--- src/rtl/dmem_pkg.sv ---
// Shared types and helpers for the memory-stage bridge.
// Holds the FSM state encoding and the address legality check.
package dmem_pkg;

   typedef enum logic [1:0] {
      IDLE = 2'd0,
      BUSY = 2'd1,
      DONE = 2'd2
   } dmem_state_t;

   localparam int OFFSET_BITS = 3;
   localparam int ADDR_MAX_W  = 64;

   // An address is illegal if it is not doubleword aligned or falls past 2^aw doublewords.
   function automatic logic addr_fault(input logic [ADDR_MAX_W-1:0] addr,
                                       input int unsigned aw);
      logic misaligned;
      logic out_of_range;
      misaligned   = addr[OFFSET_BITS-1:0] != '0;
      out_of_range = (addr >> (aw + OFFSET_BITS)) != '0;
      return misaligned | out_of_range;
   endfunction

endpackage

--- src/rtl/dmem_timer.sv ---
// Saturating count of BUSY cycles; o_expired flags the abort cycle.
// Clear has priority over enable.
module dmem_timer #(
   parameter int TIMEOUT = 255
) (
   input  logic clk,
   input  logic reset,
   input  logic i_clr,
   input  logic i_en,
   output logic o_expired
);

   localparam int            CW = (TIMEOUT > 1) ? $clog2(TIMEOUT) : 1;
   localparam logic [CW-1:0] TC = CW'(TIMEOUT - 1);

   logic [CW-1:0] r_count;

   always_ff @(posedge clk) begin
      if (reset || i_clr) begin
         r_count <= '0;
      end else if (i_en && (r_count != TC)) begin
         r_count <= r_count + 1'b1;
      end
   end

   assign o_expired = i_en && (r_count == TC);

endmodule

--- src/rtl/dmem_bridge.sv ---
// Memory-stage bridge: one req/ack transaction per load/store, pipeline stalled
// until completion, illegal addresses rejected without a memory request.
//
// state | meaning
// IDLE  | evaluate the access at EX/MEM; legal access starts a request
// BUSY  | request outstanding, waiting for mem_ack or timeout
// DONE  | one unstalled cycle so MEM/WB captures DM_readData
module dmem_bridge
   import dmem_pkg::*;
#(
   parameter int N       = 64,
   parameter int AW      = 9,
   parameter int TIMEOUT = 255
) (
   input  logic          clk,
   input  logic          reset,
   input  logic [N-1:0]  DM_addr,
   input  logic [N-1:0]  DM_writeData,
   input  logic          DM_readEnable,
   input  logic          DM_writeEnable,
   output logic [N-1:0]  DM_readData,
   output logic          stall_M,
   output logic          fault_M,
   output logic          timeout_err,
   output logic          mem_req,
   output logic          mem_we,
   output logic [AW-1:0] mem_addr,
   output logic [N-1:0]  mem_wdata,
   input  logic          mem_ack,
   input  logic [N-1:0]  mem_rdata
);

   dmem_state_t r_state;

   logic w_access;
   logic w_fault;
   logic w_is_read;
   logic w_start;
   logic w_busy;
   logic w_expired;
   logic w_timer_clr;

   assign w_access  = DM_readEnable | DM_writeEnable;
   assign w_fault   = w_access & addr_fault(64'(DM_addr), AW);
   // With both enables high the access is a store.
   assign w_is_read = DM_readEnable & ~DM_writeEnable;
   assign w_start   = (r_state == IDLE) & w_access & ~w_fault;
   assign w_busy    = (r_state == BUSY);

   assign stall_M = w_start | w_busy;
   assign fault_M = w_fault;

   assign w_timer_clr = ~w_busy | mem_ack | w_expired;

   dmem_timer #(
      .TIMEOUT (TIMEOUT)
   ) u_timer (
      .clk       (clk),
      .reset     (reset),
      .i_clr     (w_timer_clr),
      .i_en      (w_busy),
      .o_expired (w_expired)
   );

   always_ff @(posedge clk) begin
      if (reset) begin
         r_state     <= IDLE;
         DM_readData <= '0;
         timeout_err <= 1'b0;
         mem_req     <= 1'b0;
         mem_we      <= 1'b0;
         mem_addr    <= '0;
         mem_wdata   <= '0;
      end else begin
         case (r_state)
            IDLE: begin
               if (w_start) begin
                  mem_we    <= DM_writeEnable;
                  mem_addr  <= DM_addr[AW+OFFSET_BITS-1:OFFSET_BITS];
                  mem_wdata <= DM_writeData;
                  mem_req   <= 1'b1;
                  r_state   <= BUSY;
               end else if (w_fault && w_is_read) begin
                  DM_readData <= '0;
               end
            end
            BUSY: begin
               if (mem_ack) begin
                  if (!mem_we) DM_readData <= mem_rdata;
                  mem_req <= 1'b0;
                  r_state <= DONE;
               end else if (w_expired) begin
                  timeout_err <= 1'b1;
                  if (!mem_we) DM_readData <= '0;
                  mem_req <= 1'b0;
                  r_state <= DONE;
               end
            end
            DONE: begin
               r_state <= IDLE;
            end
            default: begin
               mem_req <= 1'b0;
               r_state <= IDLE;
            end
         endcase
      end
   end

endmodule
--- config.mk ---
export PLATFORM = sky130hd
export DESIGN_NAME = dmem_bridge
export DESIGN_NICKNAME = d
export VERILOG_FILES = /design/src/rtl/dmem_pkg.sv /design/src/rtl/dmem_timer.sv /design/src/rtl/dmem_bridge.sv
export SDC_FILE = /design/constraint.sdc
export NUM_CORES = 1
export LEC_CHECK = 0
export BUFFER_PORTS_ARGS = -buffer_cell sky130_fd_sc_hd__buf_4
export CORE_AREA = 2 2 131 133
export DETAILED_ROUTE_END_ITERATION = 7
export DIE_AREA = 0 0 133 135
export PLACE_DENSITY_LB_ADDON = 0.05
export RECOVER_POWER = 25
export SYNTH_ARGS = -nofsm -noshare
export SYNTH_HDL_FRONTEND = slang
export SYNTH_SLANG_ARGS = --single-unit
--- constraint.sdc ---
create_clock -name clk -period 2.4 [get_ports clk]
set_clock_uncertainty 0.05 [all_clocks]
set_input_delay 0.48 -clock clk [delete_from_list [all_inputs] [get_ports clk]]
set_output_delay 0.48 -clock clk [all_outputs]
set_load 0.02 [all_outputs]
==> results of run 1 <==
[per-stage QoR]
step                TNS, ns  setup WS [ns]
floorplan                 0         0.0179
CTS                       0        0.00464
global route        -0.0485        -0.0485
finish                    0         0.0344
global placement      -3.08        -0.0547
detailed placement    -5.69        -0.0973
[worst max-delay path by stage]
| stage | slack, ns | end |
|---|---|---|
| 2_1_floorplan | 0.02 | stall_M |
| 3_3_place_gp | -0.05 | DM_readData[47] |
| 3_5_place_dp | -0.1 | DM_readData[33] |
| 4_1_cts | 0.005 | stall_M |
| 5_1_grt | -0.05 | stall_M |
| 6_report | 0.03 | stall_M |
[per-layer routing]
metal	up-vias	track usage, %	part of all wire (%)
li1	3346	-	-
met1	3014	30.2	44
met2	233	35.5	46
met3	21	9.20	8.7
met4	0	5.97	1.3
met5	-	0	0
[synth_stat cells (all sizes together) (2+ instances only)]
cell type,number
o211ai,2
and3,2
nor2,16
clkbuf,46
nor3b,2
nand3b,64
nand3,3
ha,2
buf,24
or4,4
nand2b,213
mux2i,74
nand4b,2
nand2,67
nand4,4
a21oi,3
xnor2,2
nor4b,2
dfxtp,150
and2,2
xor2,3
nor4,14
o221ai,64
[final cells by class]
cell class | count | area, µm²
clock inverters | 9 | 151
fillers | 1487 | 5900
multi-input cells | 555 | 3990
flip-flops and latches | 150 | 3000
well taps | 220 | 275
clock buffers | 22 | 454
repair buffers | 367 | 2630
inverters | 1 | 3.75
[report_power, final]
group          internal, W  switching [W]
logic             0.000300       0.000171
registers          0.00249              0
clock network      0.00176        0.00101
total              0.00455        0.00118
[cell usage in the layout (no fill, tap or decap), types with 2 or more instances in the layout]
cell | synthesis | final
buf_4 | 0 | 281
nand2b_1 | 213 | 213
dfxtp_1 | 150 | 150
clkbuf_1 | 46 | 76
mux2i_1 | 74 | 74
nand2_1 | 67 | 66
nand3b_1 | 64 | 64
o221ai_1 | 64 | 64
clkbuf_16 | 0 | 17
nor2_1 | 16 | 16
buf_12 | 0 | 10
nor4_4 | 0 | 6
nor4_2 | 0 | 6
nand4_1 | 4 | 4
bufinv_16 | 0 | 4
buf_6 | 4 | 4
nand3_1 | 3 | 3
a21oi_1 | 3 | 3
xor2_1 | 3 | 3
clkinv_2 | 0 | 3
nor4_1 | 14 | 2
nand4b_1 | 2 | 2
nor4b_1 | 2 | 2
or4_2 | 0 | 2
and3_1 | 2 | 2
xnor2_1 | 2 | 2
o211ai_1 | 2 | 2
ha_1 | 2 | 2
[cell families after synthesis]
family	count (synthesis)	share of synthesized area [%]
mux	74	10.4
flops	150	42.0
xor+xnor	5	0.613
simple gates	398	33.2
compound gates	76	9.03
fa+ha+maj	2	0.350
buf+inv	71	4.39
[critical path, stage by stage]
cell and delay [ns]:
buf_6 0.10, nor4_4 0.27, nand4_1 0.21, or4_4 0.59
nand2_4 0.08, buf_6 0.11
[registers in the layout, summed over array words and instances, names as in the netlist]
name             cells
timeout_err          1
mem_addr             9
mem_we               1
u_timer.r_count      8
mem_req              1
mem_wdata           64
r_state              2
DM_readData         64
[timing repair]
action,CTS,global route
buffers inserted,2,0
endpoints found under the setup margin,1,57
resized for setup,2,21
pin swaps,1,8
==> impl_metrics.ini, run 1 <==
[run_status]
status = finished, final reports clean

[timing]
finalSetupViolCount = 0
rsz0062_at_grt = yes
drv_slew = 0
relSlewSlack_pct = 65.4
period_needed_ns = 2.37
max_freq_ghz = 0.423
worstMarginPinSlew_ns = 0.506
hold_slack_ns = 0.279
finalHoldViolations = 0
min_period_over_period_pct = 98.6

[cells_and_area]
final_util_pct = 64.0
syn_to_final_growth_pct = 47.0
fin_cells = 1324
stdcell_area_mm2 = 0.0105
drive_above_1_share_pct = 31.0
diodes = 0
fin_nets = 1291

[worst_hold_path]
hp-class = input pin to flop
min_from = DM_writeData[55]
holdPathStages = 3
whs_endpoint = mem_wdata[55]

[synthesis]
synth.largest_area_cell = dfxtp_1
synthCells = 776
synth_top_area_share_pct = 42.0
async_flop_share_pct = 0
synth_cell_types = 36
synth_edf_count = 0
ys_seq_elements = 150
syn_nets = 975
synthFlopType = dfxtp_1
ys_seq_area_share_pct = 42.0
avgSynthCellArea_um2 = 9.21
netlist_area_mm2 = 0.00715
synth_area_leaders = dfxtp_1 (42%), nand2b_1 (19%), mux2i_1 (10%)
yosysWarnings = 0

[grt]
grt_usage_pct = 23.1
grt_pass1_wl_um = 33400
grt_pass1_vias = 6249
grt_antenna_before_repair = 0
grt-ovfl-total = 0
grt_max_degree = 84

[route]
vias = 6614
drc_errors = 0
viasPerCell = 5.00
first_pass_iters = 7
initialDrtViolationCount = 327
post_drt_wl_per_cell_um = 16.1
routed_wl_um = 21400
antenna_left = 0

[cts]
cts_tree = built
htree_levels = 4
clock_latency_ns = 0.41
numCtsBuffers = 17
clkTransAtPathRegs_ns = 0.06
root_buffer = clkbuf_16
cts_hold_buf = 0
cts_sinks = 150
cts_buffer_depth = 2

[placed_design]
place_inst = 1292
dpl_cell_area_mm2 = 0.0100
gp_congestion = 0.824
dp_hpwl_um = 14800
portBuffers = 338

[floorplanning]
num_rows = 47
initial_core_util_pct = 43.6
ios = 339
die-area_mm2 = 0.0180
die_w_um = 133
die_h_um = 135
core_area_mm2 = 0.0164

[critical_path]
r2r_cells = 6
cp.arrival_ns = 1.84
crit_path_start = DM_addr[55]
critPathMaxFanout = 3
rrSetupSlack_ns = 0.26
rr_startpoint = u_timer.r_count[1]
startpoint_type = input pin
crit_path_end_kind = output port
worstPathRequired_ns = 1.87
critPathKind = input pin to output port
rr_endpoint = DM_readData[54]

[power_and_ir_drop]
total_power_w = 0.00573
ir_drop_v = 0.000489
cellPowerDensity_mw_per_mm2 = 545
power.leakage_nw = 4.50

[run]
drv_cap = 0
Power figures use the tool's default switching activity.
==> inputs of run 2 (changes only) <==
==> constraint.sdc (replaced) <==
create_clock -name clk -period 2.4 [get_ports clk]
set_clock_uncertainty 0.05 [all_clocks]
set_input_delay 0.12 -clock clk [delete_from_list [all_inputs] [get_ports clk]]
set_output_delay 0.12 -clock clk [all_outputs]
set_load 0.02 [all_outputs]
==> impl_metrics.ini, run 2 (same netlist as run 1, synthesis figures left out) <==
[cts]
root_buffer = clkbuf_16
numCtsBuffers = 17
clkTransAtPathRegs_ns = 0.06
htree_levels = 4
cts_sinks = 150
clock_latency_ns = 0.42
cts_buffer_depth = 2
cts_setup_buffers = 0
cts_tree = built
post_cts_resized = 0

[power_and_ir_drop]
pwr-share-clk_pct = 48.5
netSwitchingPower_w = 0.00127
ir_drop_v = 0.000482
p_int_w = 0.00479
p_seq_share_pct = 41.1
cellPowerDensity_mw_per_mm2 = 521
power.leakage_nw = 4.98
switching_share_pct = 20.9
pwr-share-comb_pct = 10.4

[critical_path]
rr_endpoint = DM_readData[18]
startpoint_type = flop
rr_startpoint = u_timer.r_count[0]
cp_cell_sequence = inv_1, ha_1, nand3_1, or4_2, and2_2, buf_4, o221ai_1
cpPeakStageDelay_ns = 0.59
crit_path_end_kind = flop
path_delay_family = simple AND/OR/NAND/NOR gates
cp.depth = 7
crit_path_end = DM_readData[18]
worstPathRequired_ns = 2.68
critPathMaxFanout = 37
rrSetupSlack_ns = 0.26
cp.arrival_ns = 2.42
worst-path-buf-inv = 2
cp_slowest_cell = or4_2
critPathKind = flop to flop
r2r_cells = 7
crit_path_start = u_timer.r_count[0]

[timing]
rsz0062_at_grt = no
period_needed_ns = 2.14
max_freq_ghz = 0.468
drv_slew = 0
tns_ns = 0
finalHoldViolations = 0
relSlewSlack_pct = 66.2
worstMarginPinSlew_ns = 0.494
fin_ws_ns = 0.262
min_period_over_period_pct = 89.1
finalSetupViolCount = 0

[floorplanning]
num_rows = 47
die_w_um = 133
core_area_mm2 = 0.0164
die_h_um = 135
initial_core_util_pct = 43.6
ios = 339
die-area_mm2 = 0.0180

[route]
drc_errors = 0
initialDrtViolationCount = 343
routed_wl_um = 23300
post_drt_wl_per_cell_um = 16.0
first_pass_iters = 4
viasPerCell = 4.95
vias = 7186
antenna_left = 0

[grt]
grt_max_degree = 155
grt-ovfl-total = 0
grt_pass1_vias = 7233
grt_pass1_wl_um = 36900
grt_antenna_before_repair = 0
grt_usage_pct = 25.4

[cells_and_area]
final_util_pct = 70.8
final_cell_mix = buf_4 (278), nand2b_1 (213), dfxtp_1 (150), dlygate4sd3_1 (139)
fin_nets = 1418
diodes = 0
stdcell_area_mm2 = 0.0116
fillerInstances = 1317
drive_above_1_share_pct = 25.9
largestRegisters = DM_readData (64), mem_wdata (64), mem_addr (9)
fin_cells = 1451
syn_to_final_growth_pct = 62.5
final_common_cell = buf_4

[placed_design]
dpl_cell_area_mm2 = 0.00985
dp_slack_ns = 0.202
place_inst = 1281
dp_hpwl_um = 14600
gp_congestion = 0.804
portBuffers = 338

[run]
drv_cap = 0

[worst_hold_path]
hp-class = input pin to flop
min_from = reset

[run_status]
status = finished, final reports clean
## run 2: cell count changes in the layout (fill, tap and decap cells not counted), sizes merged
cell and delta:
buf -13, bufinv +1, clkbuf -2, clkinv -2, clkinvlp +2, dlygate4sd3 +139
inv +2
## run 2: worst min path at each step
stage                          to  slack [ns]  cells after the start
finish                timeout_err        0.12                      2
global route          timeout_err        0.15                      2
CTS                   timeout_err         0.1                      2
detailed placement  mem_wdata[60]        0.34                      3
global placement    mem_wdata[57]        0.33                      3
floorplan             mem_addr[8]        0.22                      2
## run 2: area by class of cell
type,count,area [µm²],area share [%]
clock buffer,19,443,3.81
clock inverter,12,200,1.72
inverter,1,3.75,0.0323
multi-input combinational,555,3860,33.2
sequential,150,3000,25.9
tap,220,275,2.37
timing repair buffer,494,3830,33.0
## run 2: power by group through the flow
stage	clock network [W]	registers (W)	logic [W]
3_3_place_gp	0	0.00254	0.000431
5_1_grt	0.00310	0.00249	0.000670
6_report	0.00294	0.00249	0.000629
3_5_place_dp	0	0.00254	0.000430
2_1_floorplan	0	0.00254	0.000151
4_1_cts	0.00299	0.00249	0.000621
## run 2: per-stage QoR
stage               hold WS [ns]  total power [W]
finish                     0.115          0.00606
CTS                       0.0965          0.00610
global route               0.154          0.00625
floorplan                  0.222          0.00270
detailed placement         0.340          0.00297
global placement           0.332          0.00298
## run 2: worst register-to-register path, stage by stage (launching register included)
cell and delay (ns):
dfxtp_1 0.34, inv_1 0.06, ha_1 0.16, nand3_1 0.11
or4_2 0.59, and2_2 0.23, buf_4 0.26, o221ai_1 0.25
## run 2: per-layer routing
| metal | up-vias | routed length, µm | track usage, % |
|---|---|---|---|
| met5 | - | 0 | 0 |
| met1 | 3291 | 10000 | 30.9 |
| li1 | 3602 | - | - |
| met2 | 255 | 11000 | 42.3 |
| met3 | 38 | 1700 | 7.73 |
| met4 | 0 | 588 | 9.80 |
## run 2: repair_timing
action | 4_1_cts | 5_1_grt
hold buffers | 139 | 0
endpoints found under the hold margin | 139 | 0
setup endpoints to repair | 0 | 0
==> inputs of run 3 (changes only) <==
CORE_AREA = 2 2 133 135   (was 2 2 131 133)
DIE_AREA = 0 0 135 137   (was 0 0 133 135)
SYNTH_HIERARCHICAL = 1   (was not set)
==> impl_metrics.ini, run 3 <==
[run_status]
status = finished, final reports clean

[placed_design]
portBuffers = 338
gp_congestion = 0.822
dp_hpwl_um = 14700

[floorplanning]
die-area_mm2 = 0.0185
die_h_um = 137
core_area_mm2 = 0.0171
initial_core_util_pct = 36.9
num_rows = 48
die_w_um = 135
ios = 339

[timing]
tns_ns = 0
relSlewSlack_pct = 30.4
min_period_over_period_pct = 92.4
finalHoldViolations = 0
finalSetupViolCount = 0
worstMarginPinSlew_ns = 1.04
rsz0062_at_grt = no
drv_slew = 0
period_needed_ns = 2.22
max_freq_ghz = 0.451

[synthesis]
syn_nets = 922
async_flop_share_pct = 0
netlist_area_mm2 = 0.00629
avgSynthCellArea_um2 = 8.70
synth_cell_types = 38
synthFlopType = dfxtp_1
synth_area_leaders = dfxtp_1 (48%), mux2i_1 (10%), nand2b_1 (6.5%)
ys_seq_area_share_pct = 47.7
yosysWarnings = 6
ys_seq_elements = 150
synth_common_cells = dfxtp_1 (150), a21oi_1 (80), nand3_1 (77)
synth_most_common_cell = dfxtp_1
synth_top_area_share_pct = 47.7
synthCells = 723
synth.largest_area_cell = dfxtp_1
synth_edf_count = 0

[critical_path]
startpoint_type = flop
cp_cell_sequence = ha_1, and3_4, and3_1, nor3_2, buf_4, a221oi_4, buf_12, buf_12, mux2i_1
critPathKind = flop to flop
crit_path_start = u_timer/r_count[1]
cpMostUsedCell = buf_12
crit_path_end_kind = flop
critPathMaxFanout = 30
rr_startpoint = u_timer/r_count[1]
worstPathRequired_ns = 2.69
cpPeakStageDelay_ns = 0.37
cp.arrival_ns = 2.51
worst-path-buf-inv = 3
cp_slowest_cell = dfxtp_2
path_delay_family = simple AND/OR/NAND/NOR gates

[cts]
cts_buffer_depth = 2
root_buffer = clkbuf_16
cts_sinks = 150
htree_levels = 4
numCtsBuffers = 17
clock_latency_ns = 0.41
cts_tree = built
clkTransAtPathRegs_ns = 0.06

[grt]
grt_pass1_vias = 6843
grt_pass1_wl_um = 35100
grt_antenna_before_repair = 0
grt_max_degree = 75
grt_usage_pct = 23.6
grt-ovfl-total = 0

[run]
drv_cap = 0

[route]
initialDrtViolationCount = 414
vias = 6977
antenna_left = 0
first_pass_iters = 5
viasPerCell = 4.92
post_drt_wl_per_cell_um = 16.1
routed_wl_um = 22800
drc_errors = 0

[power_and_ir_drop]
power.leakage_nw = 4.31
cellPowerDensity_mw_per_mm2 = 549
ir_drop_v = 0.000531

[cells_and_area]
diodes = 0
final_common_cell = buf_4
final_util_pct = 64.1
largestRegisters = DM_readData (64), mem_wdata (64), mem_addr (9)
syn_to_final_growth_pct = 73.9
drive_above_1_share_pct = 27.9
final_cell_mix = buf_4 (279), dfxtp_1 (149), dlygate4sd3_1 (139), a21oi_1 (80), nand3_1 (77)
fin_nets = 1379

[worst_hold_path]
hp-class = input pin to flop
min_from = reset
-- run 3: cell types whose count changed in the layout (fill, tap and decap cells not counted), sizes merged, moves of 9 or more --
cell,delta
mux2i,-9
nor2,-9
a21oi,+77
o221ai,-64
nand3,+74
o21ai,+78
nand3b,-64
nand2b,-148
-- run 3: cell type report --
class / instances / area [µm²]
clock inverter: 13 / 195
fill: 1496 / 6120
multi-input combinational: 505 / 3020
sequential: 150 / 3000
inverter: 4 / 15.0
tap: 225 / 282
clock buffer: 19 / 443
timing repair buffer: 502 / 3990
-- run 3: repair_timing --
action / CTS / global route
gates resized for setup: 0 / 3
hold endpoints to repair: 140 / 0
hold buffers: 139 / 0
endpoints found under the setup margin: 0 / 55
buffers inserted: 0 / 1
-- run 3: worst register-to-register path, cell delays in order, from the launching register on --
cell	delay (ns)
dfxtp_2	0.37
ha_1	0.21
and3_4	0.23
and3_1	0.22
nor3_2	0.07
buf_4	0.13
a221oi_4	0.22
buf_12	0.16
buf_12	0.22
mux2i_1	0.26
-- run 3: where the power goes --
group | total (W) | switching [W] | internal [W] | leakage, nW
Combinational | 0.000641 | 0.000222 | 0.000419 | 2.80
Clock | 0.00288 | 0.00110 | 0.00178 | 0.301
Sequential | 0.00249 | 0 | 0.00249 | 1.21
Total | 0.00601 | 0.00132 | 0.00469 | 4.31
-- run 3: metrics by stage --
step                worst slack [ns]  hold WS, ns  instances  power (W)  area [µm²]
global route                  0.0149        0.223       1418    0.00623       10900
floorplan                      0.125        0.212        723    0.00268        6290
global placement               0.179        0.331       1245    0.00298        9130
finish                         0.183        0.170       1418    0.00601       10900
CTS                            0.118        0.193       1416    0.00606       11200
detailed placement             0.138        0.334       1245    0.00298        9130
-- run 3: cells by family after synthesis --
kind of cell / count (synthesis) / synth area share (%)
AOI/OAI and AO/OA: 171 / 14.2
adders and majority gates: 2 / 0.398
buffers and inverters: 68 / 5.23
DFF: 150 / 47.7
muxes: 65 / 10.3
and+or+nand+nor: 267 / 22.1
-- run 3: worst paths after layout --
path                                       end  slack [ns]  cells after the start
worst max-delay path            DM_readData[3]        0.18                      9
worst max register to register  DM_readData[3]        0.18                      9
worst min register to register         mem_req        0.41                      2
worst min-delay path               timeout_err        0.17                      2
-- run 3: layer usage --
metal	wire length, µm	global-route usage, %	vias to the layer above	share of wire [%]
met5	0	0	-	0
met4	572	9.32	0	2.5
met3	1600	6.56	42	7.0
met2	10800	38.5	254	47
met1	9820	29.5	3226	43
li1	-	-	3455	-
